### config.mk
export PLATFORM = sky130hd
export DESIGN_NAME = bcd_conv_sched
export DESIGN_NICKNAME = d
export VERILOG_FILES = /design/src/rtl/bcd_conv_sched.sv
export SDC_FILE = /design/constraint.sdc
export NUM_CORES = 1
export LEC_CHECK = 0
export BUFFER_PORTS_ARGS = -buffer_cell sky130_fd_sc_hd__buf_2
export CAP_MARGIN = 20
export CORE_MARGIN = 8
export CORE_UTILIZATION = 35
export CTS_CLUSTER_DIAMETER = 150
export CTS_CLUSTER_SIZE = 16
export DETAILED_ROUTE_END_ITERATION = 7
export GPL_TIMING_DRIVEN = 0
export SETUP_SLACK_MARGIN = 0.1
export SKIP_LAST_GASP = 1
export SLEW_MARGIN = 25
export SYNTH_ARGS = -nofsm -noshare
export SYNTH_HDL_FRONTEND = slang
export SYNTH_SLANG_ARGS = --single-unit
### constraint.sdc
create_clock -name clk -period 2.6 [get_ports clk]
set_input_delay 0.65 -clock clk [delete_from_list [all_inputs] [get_ports clk]]
set_output_delay 0.65 -clock clk [all_outputs]
set_load 0.01 [all_outputs]
### src/rtl/bcd_conv_sched.sv
// ---------------------------------------------------------------------------
// bcd_conv_sched
// Shares one bin2BCD converter between two requesters (port 0 = temperature
// sample, port 1 = user setpoint). Requests are granted round-robin, the
// 7-bit operand is clamped to 0..99, the converter is held in reset with the
// operand applied, released for a fixed run time, and the two BCD digits are
// captured and offered to the display logic over a valid/ready handshake.
//
// Ports:
//   clk, reset              rising-edge clock, async active-low reset
//   req0_valid/data/ready   port 0 request (accept on valid && ready)
//   req1_valid/data/ready   port 1 request
//   conv_rst_n, conv_bin    converter reset (low = load) and operand
//   conv_bcd1, conv_bcd2    converter units / tens digits
//   out_valid, out_ready    result handshake
//   out_tens, out_units     captured digits (passed through unchanged)
//   out_src, out_sat        originating port, operand was clamped
//   out_err                 a captured digit was above 9
//   busy                    high in every state except IDLE
// ---------------------------------------------------------------------------
module bcd_conv_sched #(
   parameter int RST_CYCLES  = 2,
   parameter int CONV_CYCLES = 16,
   parameter int CNT_W       = 5
) (
   input  logic       clk,
   input  logic       reset,
   input  logic       req0_valid,
   input  logic [6:0] req0_data,
   output logic       req0_ready,
   input  logic       req1_valid,
   input  logic [6:0] req1_data,
   output logic       req1_ready,
   output logic       conv_rst_n,
   output logic [6:0] conv_bin,
   input  logic [3:0] conv_bcd1,
   input  logic [3:0] conv_bcd2,
   output logic       out_valid,
   input  logic       out_ready,
   output logic [3:0] out_tens,
   output logic [3:0] out_units,
   output logic       out_src,
   output logic       out_sat,
   output logic       out_err,
   output logic       busy
);

   typedef enum logic [2:0] {IDLE, LOAD, RUN, CAPTURE, OUT} state_t;

   localparam logic [CNT_W-1:0] RST_LAST  = CNT_W'(RST_CYCLES - 1);
   localparam logic [CNT_W-1:0] CONV_LAST = CNT_W'(CONV_CYCLES - 1);

   state_t           state, state_nxt;
   logic [CNT_W-1:0] cnt;
   logic             last_grant;
   logic             src;
   logic             sat;
   logic             grant;
   logic             accept;
   logic [6:0]       sel_data;

   // Round-robin: on contention the port that did not win last time goes.
   always_comb begin
      if (req0_valid && req1_valid) grant = ~last_grant;
      else                          grant = req1_valid;
      accept   = (state == IDLE) && (req0_valid || req1_valid);
      sel_data = grant ? req1_data : req0_data;
   end

   // State register
   always_ff @(posedge clk or negedge reset) begin
      if (!reset) state <= IDLE;
      else        state <= state_nxt;
   end

   // Next-state logic
   always_comb begin
      state_nxt = state;
      case (state)
         IDLE:    if (accept)           state_nxt = LOAD;
         LOAD:    if (cnt == RST_LAST)  state_nxt = RUN;
         RUN:     if (cnt == CONV_LAST) state_nxt = CAPTURE;
         CAPTURE:                       state_nxt = OUT;
         OUT:     if (out_ready)        state_nxt = IDLE;
         default:                       state_nxt = IDLE;
      endcase
   end

   // Outputs decoded from state; converter runs only in RUN and CAPTURE.
   always_comb begin
      req0_ready = (state == IDLE) && req0_valid && !grant;
      req1_ready = (state == IDLE) && req1_valid &&  grant;
      conv_rst_n = (state == RUN) || (state == CAPTURE);
      busy       = (state != IDLE);
   end

   // Phase counter: cleared on every state change, counts inside LOAD/RUN.
   always_ff @(posedge clk or negedge reset) begin
      if (!reset)                  cnt <= '0;
      else if (state_nxt != state) cnt <= '0;
      else if (state == LOAD || state == RUN) cnt <= cnt + 1'b1;
   end

   // Request capture and operand clamp
   always_ff @(posedge clk or negedge reset) begin
      if (!reset) begin
         last_grant <= 1'b1;
         src        <= 1'b0;
         sat        <= 1'b0;
         conv_bin   <= '0;
      end else if (accept) begin
         last_grant <= grant;
         src        <= grant;
         if (sel_data > 7'd99) begin
            conv_bin <= 7'd99;
            sat      <= 1'b1;
         end else begin
            conv_bin <= sel_data;
            sat      <= 1'b0;
         end
      end
   end

   // Result capture and handshake
   always_ff @(posedge clk or negedge reset) begin
      if (!reset) begin
         out_valid <= 1'b0;
         out_tens  <= '0;
         out_units <= '0;
         out_src   <= 1'b0;
         out_sat   <= 1'b0;
         out_err   <= 1'b0;
      end else if (state == CAPTURE) begin
         out_valid <= 1'b1;
         out_tens  <= conv_bcd2;
         out_units <= conv_bcd1;
         out_src   <= src;
         out_sat   <= sat;
         out_err   <= (conv_bcd2 > 4'd9) || (conv_bcd1 > 4'd9);
      end else if (state == OUT && out_ready) begin
         out_valid <= 1'b0;
      end
   end

endmodule
# ---- Word level (Yosys, flattened, before mapping)
# Index checks and enable logic that the tools add are counted.
dict set report totals {
  regBits 30
  input_bits 27
  out_inout_bits 23
}
dict set report classes {
  addsub 1
  n_lt_le_gt_ge 3
  eq_ne 7
  muxes 13
  bitwise_logic 1
  n_reduce_logical 16
}
# op count
set ops {}
lappend ops {{one-hot mux 3 bit (5 select lines)} 1}
lappend ops {{2-to-1 mux 7 bit} 2}
lappend ops {{2-to-1 mux 3 bit} 4}
lappend ops {{2-to-1 mux 5 bit} 2}
lappend ops {{greater-than comparator 4 bit, second input constant} 2}
lappend ops {{greater-than comparator 7 bit, second input constant} 1}
lappend ops {{logical AND 1 bit} 7}
lappend ops {{== test 3 x 2 -> 1 bit, second input constant} 2}
lappend ops {{adder 5 x 1 -> 5 bit, second input constant} 1}
lappend ops {{== test 5 x 1 -> 1 bit, second input constant} 1}
lappend ops {{== test 5 x 4 -> 1 bit, second input constant} 1}
lappend ops {{logical OR 1 bit} 4}
lappend ops {{2-to-1 mux 1 bit} 4}
lappend ops {{nonzero test 2 bit} 2}
lappend ops {{== test 3 x 1 -> 1 bit, second input constant} 1}
lappend ops {{== test 3 bit, second input constant} 1}
lappend ops {{zero test 3 bit} 1}
lappend ops {{inequality test 3 bit} 1}
lappend ops {{nonzero test 3 bit} 1}
lappend ops {{zero test 1 bit} 1}
lappend ops {{NOT 1 bit} 1}

# ---- Depth between registers and ports, before layout
dict set report logic_depth {
  ltp_word 6
  depth_mapped 7
}

# ---- Worst setup path after synthesis
# Ideal clock, no wire load.
dict set report synth_path {
  path_kind {input -> output}
  from {in req1_valid}
  to {out req1_ready}
  t_arrival_ns 1.352
  t_required_ns 1.950
  slack_ns 0.598
  stages 3
  path_buffers 1
  path_cell_list {a21boi_1 > buf_2 > and2_1}
}
dict set report synth_between {
  elab_chain_len 3
}
# element line
set synth_lines {}
lappend synth_lines {{from (decl)} 31} ;# input logic req1_valid,
lappend synth_lines {{logical AND 1 bit} 64} ;# if (req0_valid && req1_valid) grant = ~last_grant;
lappend synth_lines {{2-to-1 mux 1 bit} 64}
lappend synth_lines {{logical AND 1 bit (*)} 92} ;# req1_ready = (state == IDLE) && req1_valid && grant;
lappend synth_lines {{to (decl)} 33} ;# output logic req1_ready,
# Mark *: on every way between the ends. The rest lies on a longest branch, timed or not.

# ---- Worst setup path after layout
# Ends and elaborated chain as after synthesis.

==> impl_metrics.csv <==
group,metric,value,unit
status,outcome,"complete, no violations",
yosys,synth_fa_ha_area_share,2.591,%
layout,drive_gt1_share,39.47,%
worst_hold_path,hp-class,"input port to async pin",
yosys,ys_warn_count,0,
worst_setup_path,reg2reg_depth,6,
detailed_routing,drt-total-wl,3475,um
grt,first_global_vias,1249,
yosys,netlist_instances,133,
detailed_routing,antenna_left,0,
clock_tree,cts_htree_levels,2,
grt,grt_max_degree,31,
run,maxCapViolations,0,
floorplanning,die_w,80.34,um
worst_setup_path,cp_data_arrival_time,1670,ps
floorplanning,initial_utilization,36.22,%
worst_setup_path,cp-startpoint,"req1_valid",
floorplanning,die_area,6455,um2
detailed_routing,wl_per_cell,14.48,um
grt,grt_usage,11.01,%
floorplanning,io_pins,50,
yosys,synth_compound_area_share,13.64,%
pwr,power.switching,822.3,uW
clock_tree,post_cts_buffers,0,
clock_tree,clock-sinks,30,
placed_design,portBuffers,49,
clock_tree,cts_hold_buf,0,
layout,utilization,46.20,%
pwr,power_frac_seq,37.3,%
worst_setup_path,start_kind,"input port",
yosys,synth_xor_area_share,1.813,%
yosys,synth_edf_count,0,
yosys,synthesis.nets,163,
placed_design,finalWeightedCongestion,0.7433,
sta,worst_slack,279.3,ps
clock_tree,root_buffer,"clkbuf_8",
yosys,ys_seq_area_share,51.90,%
worst_setup_path,r2r-start,"cnt[1]$_DFFE_PN0P_",
sta,period_share,89.26,%
sta,fin_setup_tns,0,ps
worst_setup_path,rr_endpoint,"cnt[3]$_DFFE_PN0P_",
placed_design,place_ws,275.9,ps
grt,grt_overflow,0,
pwr,clockPowerShare,17.8,%
sta,relSlewSlack,55.79,%
detailed_routing,route.vias.total,1185,
layout,antenna_cells,0,
worst_setup_path,cp_cell_sequence,"buf_2 -> a21boi_1 -> buf_2 -> and2_1 -> buf_2",
worst_setup_path,crit_top_cell,"buf_2",
sta,rsz0062_at_grt,"false",
worst_setup_path,max_stage_delay,320,ps
layout,final_nets,219,
detailed_routing,drt_iter0_drc,20,
yosys,avgSynthCellArea,10.89,um2
layout,syn_to_final_growth,27.55,%
yosys,synth_top_family_by_area,"simple AND/OR/NAND/NOR gates",
pwr,power_density,1161,nW/um2
pwr,p_int,1.323,mW
worst_setup_path,endpoint_kind,"output pin",
worst_setup_path,criticalPathCategory,"input port to output pin",
sta,finalSetupViolCount,0,
sta,period_minus_slack,2321,ps
grt,grt_pass1_wl,5616,um
yosys,synth_seq_cells,30,
sta,fmax,430.9,MHz
placed_design,hpwl,2711,um
pwr,p_comb_share,44.8,%
yosys,ys_async_sr_fraction,100.0,%
yosys,netlist_area,1449,um2
clock_tree,cts_tree,"yes",
floorplanning,num_rows,23,
worst_setup_path,crit_fanout,10,
layout,final_common_cell,"buf_2",
pwr,peakVddDrop,0.0005279,V
pwr,swShare,38.33,%
yosys,synthSimpleGateAreaFrac,14.42,%
detailed_routing,avgViaCountPerCell,4.938,
clock_tree,clk_pin_slew,60,ps
worst_setup_path,required,1950,ps
floorplanning,core-area,4000,um2
clock_tree,cts_resized,0,
clock_tree,insertion_delay,280,ps
worst_setup_path,reg2reg_slack,760,ps
sta,slew_viol_final,0,
sta,hold_violations,0,
pwr,p_leak,0.9110,nW
yosys,synth.area.mux_share,12.61,%
layout,nFillCells,391,
sta,skew,1.207,ps
yosys,synth_ff_type,"dfrtp_1",
grt,antenna_found_initial,0,
detailed_routing,first_pass_iters,4,
clock_tree,cts_made_buffers,5,
detailed_routing,drcViolationCount,0,
sta,worst_slew_pin_slew,663.2,ps
clock_tree,cts_buffer_depth,2,
worst_setup_path,slowest_stage,"buf_2",
floorplanning,die_height,80.34,um
sta,whs,401.2,ps
yosys,synth.distinct_cells,36,
layout,final_cell_mix,"buf_2 (54), dfrtp_1 (29), nand2_1 (11)",
cells by family (layout without fill, tap and decap cells):
family                     after synthesis  count (layout)
and+or+nand+nor                         41              41
AOI/OAI and AO/OA                       29              29
adders and majority gates                3               3
buffers and inverters                   10              67
DFF                                     30              30
xor gates and xnor gates                 3               3
muxes                                   17              17
how the worst max path moves through the flow:
stage / to / slack (ps) / cells past startpoint
3_5_place_dp: req1_ready / 280 / 5
5_1_grt: req1_ready / 210 / 5
3_3_place_gp: req1_ready / 280 / 5
4_1_cts: req1_ready / 280 / 5
6_report: req1_ready / 280 / 5
2_1_floorplan: req1_ready / 600 / 3
Yosys cell counts (2+ instances only):
| master | n | area (um2) |
|---|---|---|
| nor3_1 | 3 | 15.01 |
| xor2_1 | 2 | 17.52 |
| a211oi_1 | 3 | 22.52 |
| nor2_1 | 10 | 37.54 |
| o31ai_1 | 4 | 30.03 |
| mux2i_1 | 7 | 70.07 |
| buf_2 | 5 | 25.02 |
| mux2_2 | 10 | 112.6 |
| inv_1 | 4 | 15.01 |
| nor2b_1 | 4 | 25.02 |
| nand2_1 | 11 | 41.29 |
| a21o_1 | 2 | 15.01 |
| nand3_1 | 2 | 10.01 |
| dfrtp_1 | 29 | 725.7 |
| a21oi_1 | 6 | 30.03 |
| o21ai_0 | 7 | 35.03 |
| ha_1 | 3 | 37.54 |
| nand2b_1 | 3 | 18.77 |
sequential cells by signal (all words and copies together), names as in the netlist:
| signal | flops |
|---|---|
| src | 1 |
| out_tens | 4 |
| out_src | 1 |
| out_sat | 1 |
| sat | 1 |
| conv_bin | 7 |
| cnt | 5 |
| out_units | 4 |
| out_valid | 1 |
| last_grant | 1 |
| state | 3 |
| out_err | 1 |
metal layers:
metal	wire length (um)	up-vias	global-route usage [%]
li1	-	588	-
met4	54	0	5.273
met1	1439	556	12.12
met5	0	-	0
met3	370	6	5.357
met2	1611	35	17.32
worst max-delay path: cells and delay by family:
kind,cells,cell delay (ps)
AOI/OAI and AO/OA,1,270
buffers and inverters,3,560
and+or+nand+nor,1,180
final cells by class:
| type | count | area [um2] | share of cell area (%) |
|---|---|---|---|
| flip-flops and latches | 30 | 752.0 | 40.69 |
| multi-input cells | 93 | 653.1 | 35.34 |
| repair buffers | 49 | 245.2 | 13.27 |
| clock buffers | 7 | 86.33 | 4.672 |
| well taps | 50 | 62.56 | 3.385 |
| plain buffers | 6 | 28.78 | 1.557 |
| inverters | 4 | 15.01 | 0.8125 |
| clock inverters | 1 | 5.005 | 0.2708 |
per-stage QoR:
stage	power (mW)	std cells	area [um2]
6_report	2.145	240	1848
5_1_grt	2.328	240	1848
4_1_cts	2.180	240	1848
3_5_place_dp	1.785	232	1757
3_3_place_gp	1.738	232	1757
2_1_floorplan	1.436	133	1449
power groups by stage:
stage	registers (mW)	clock network [mW]	logic (mW)
floorplan	0.867	0	0.569
global placement	0.796	0	0.941
detailed placement	0.810	0	0.976
CTS	0.801	0.399	0.979
global route	0.828	0.420	1.08
finish	0.801	0.383	0.962
(Power assumes the default switching activity.)
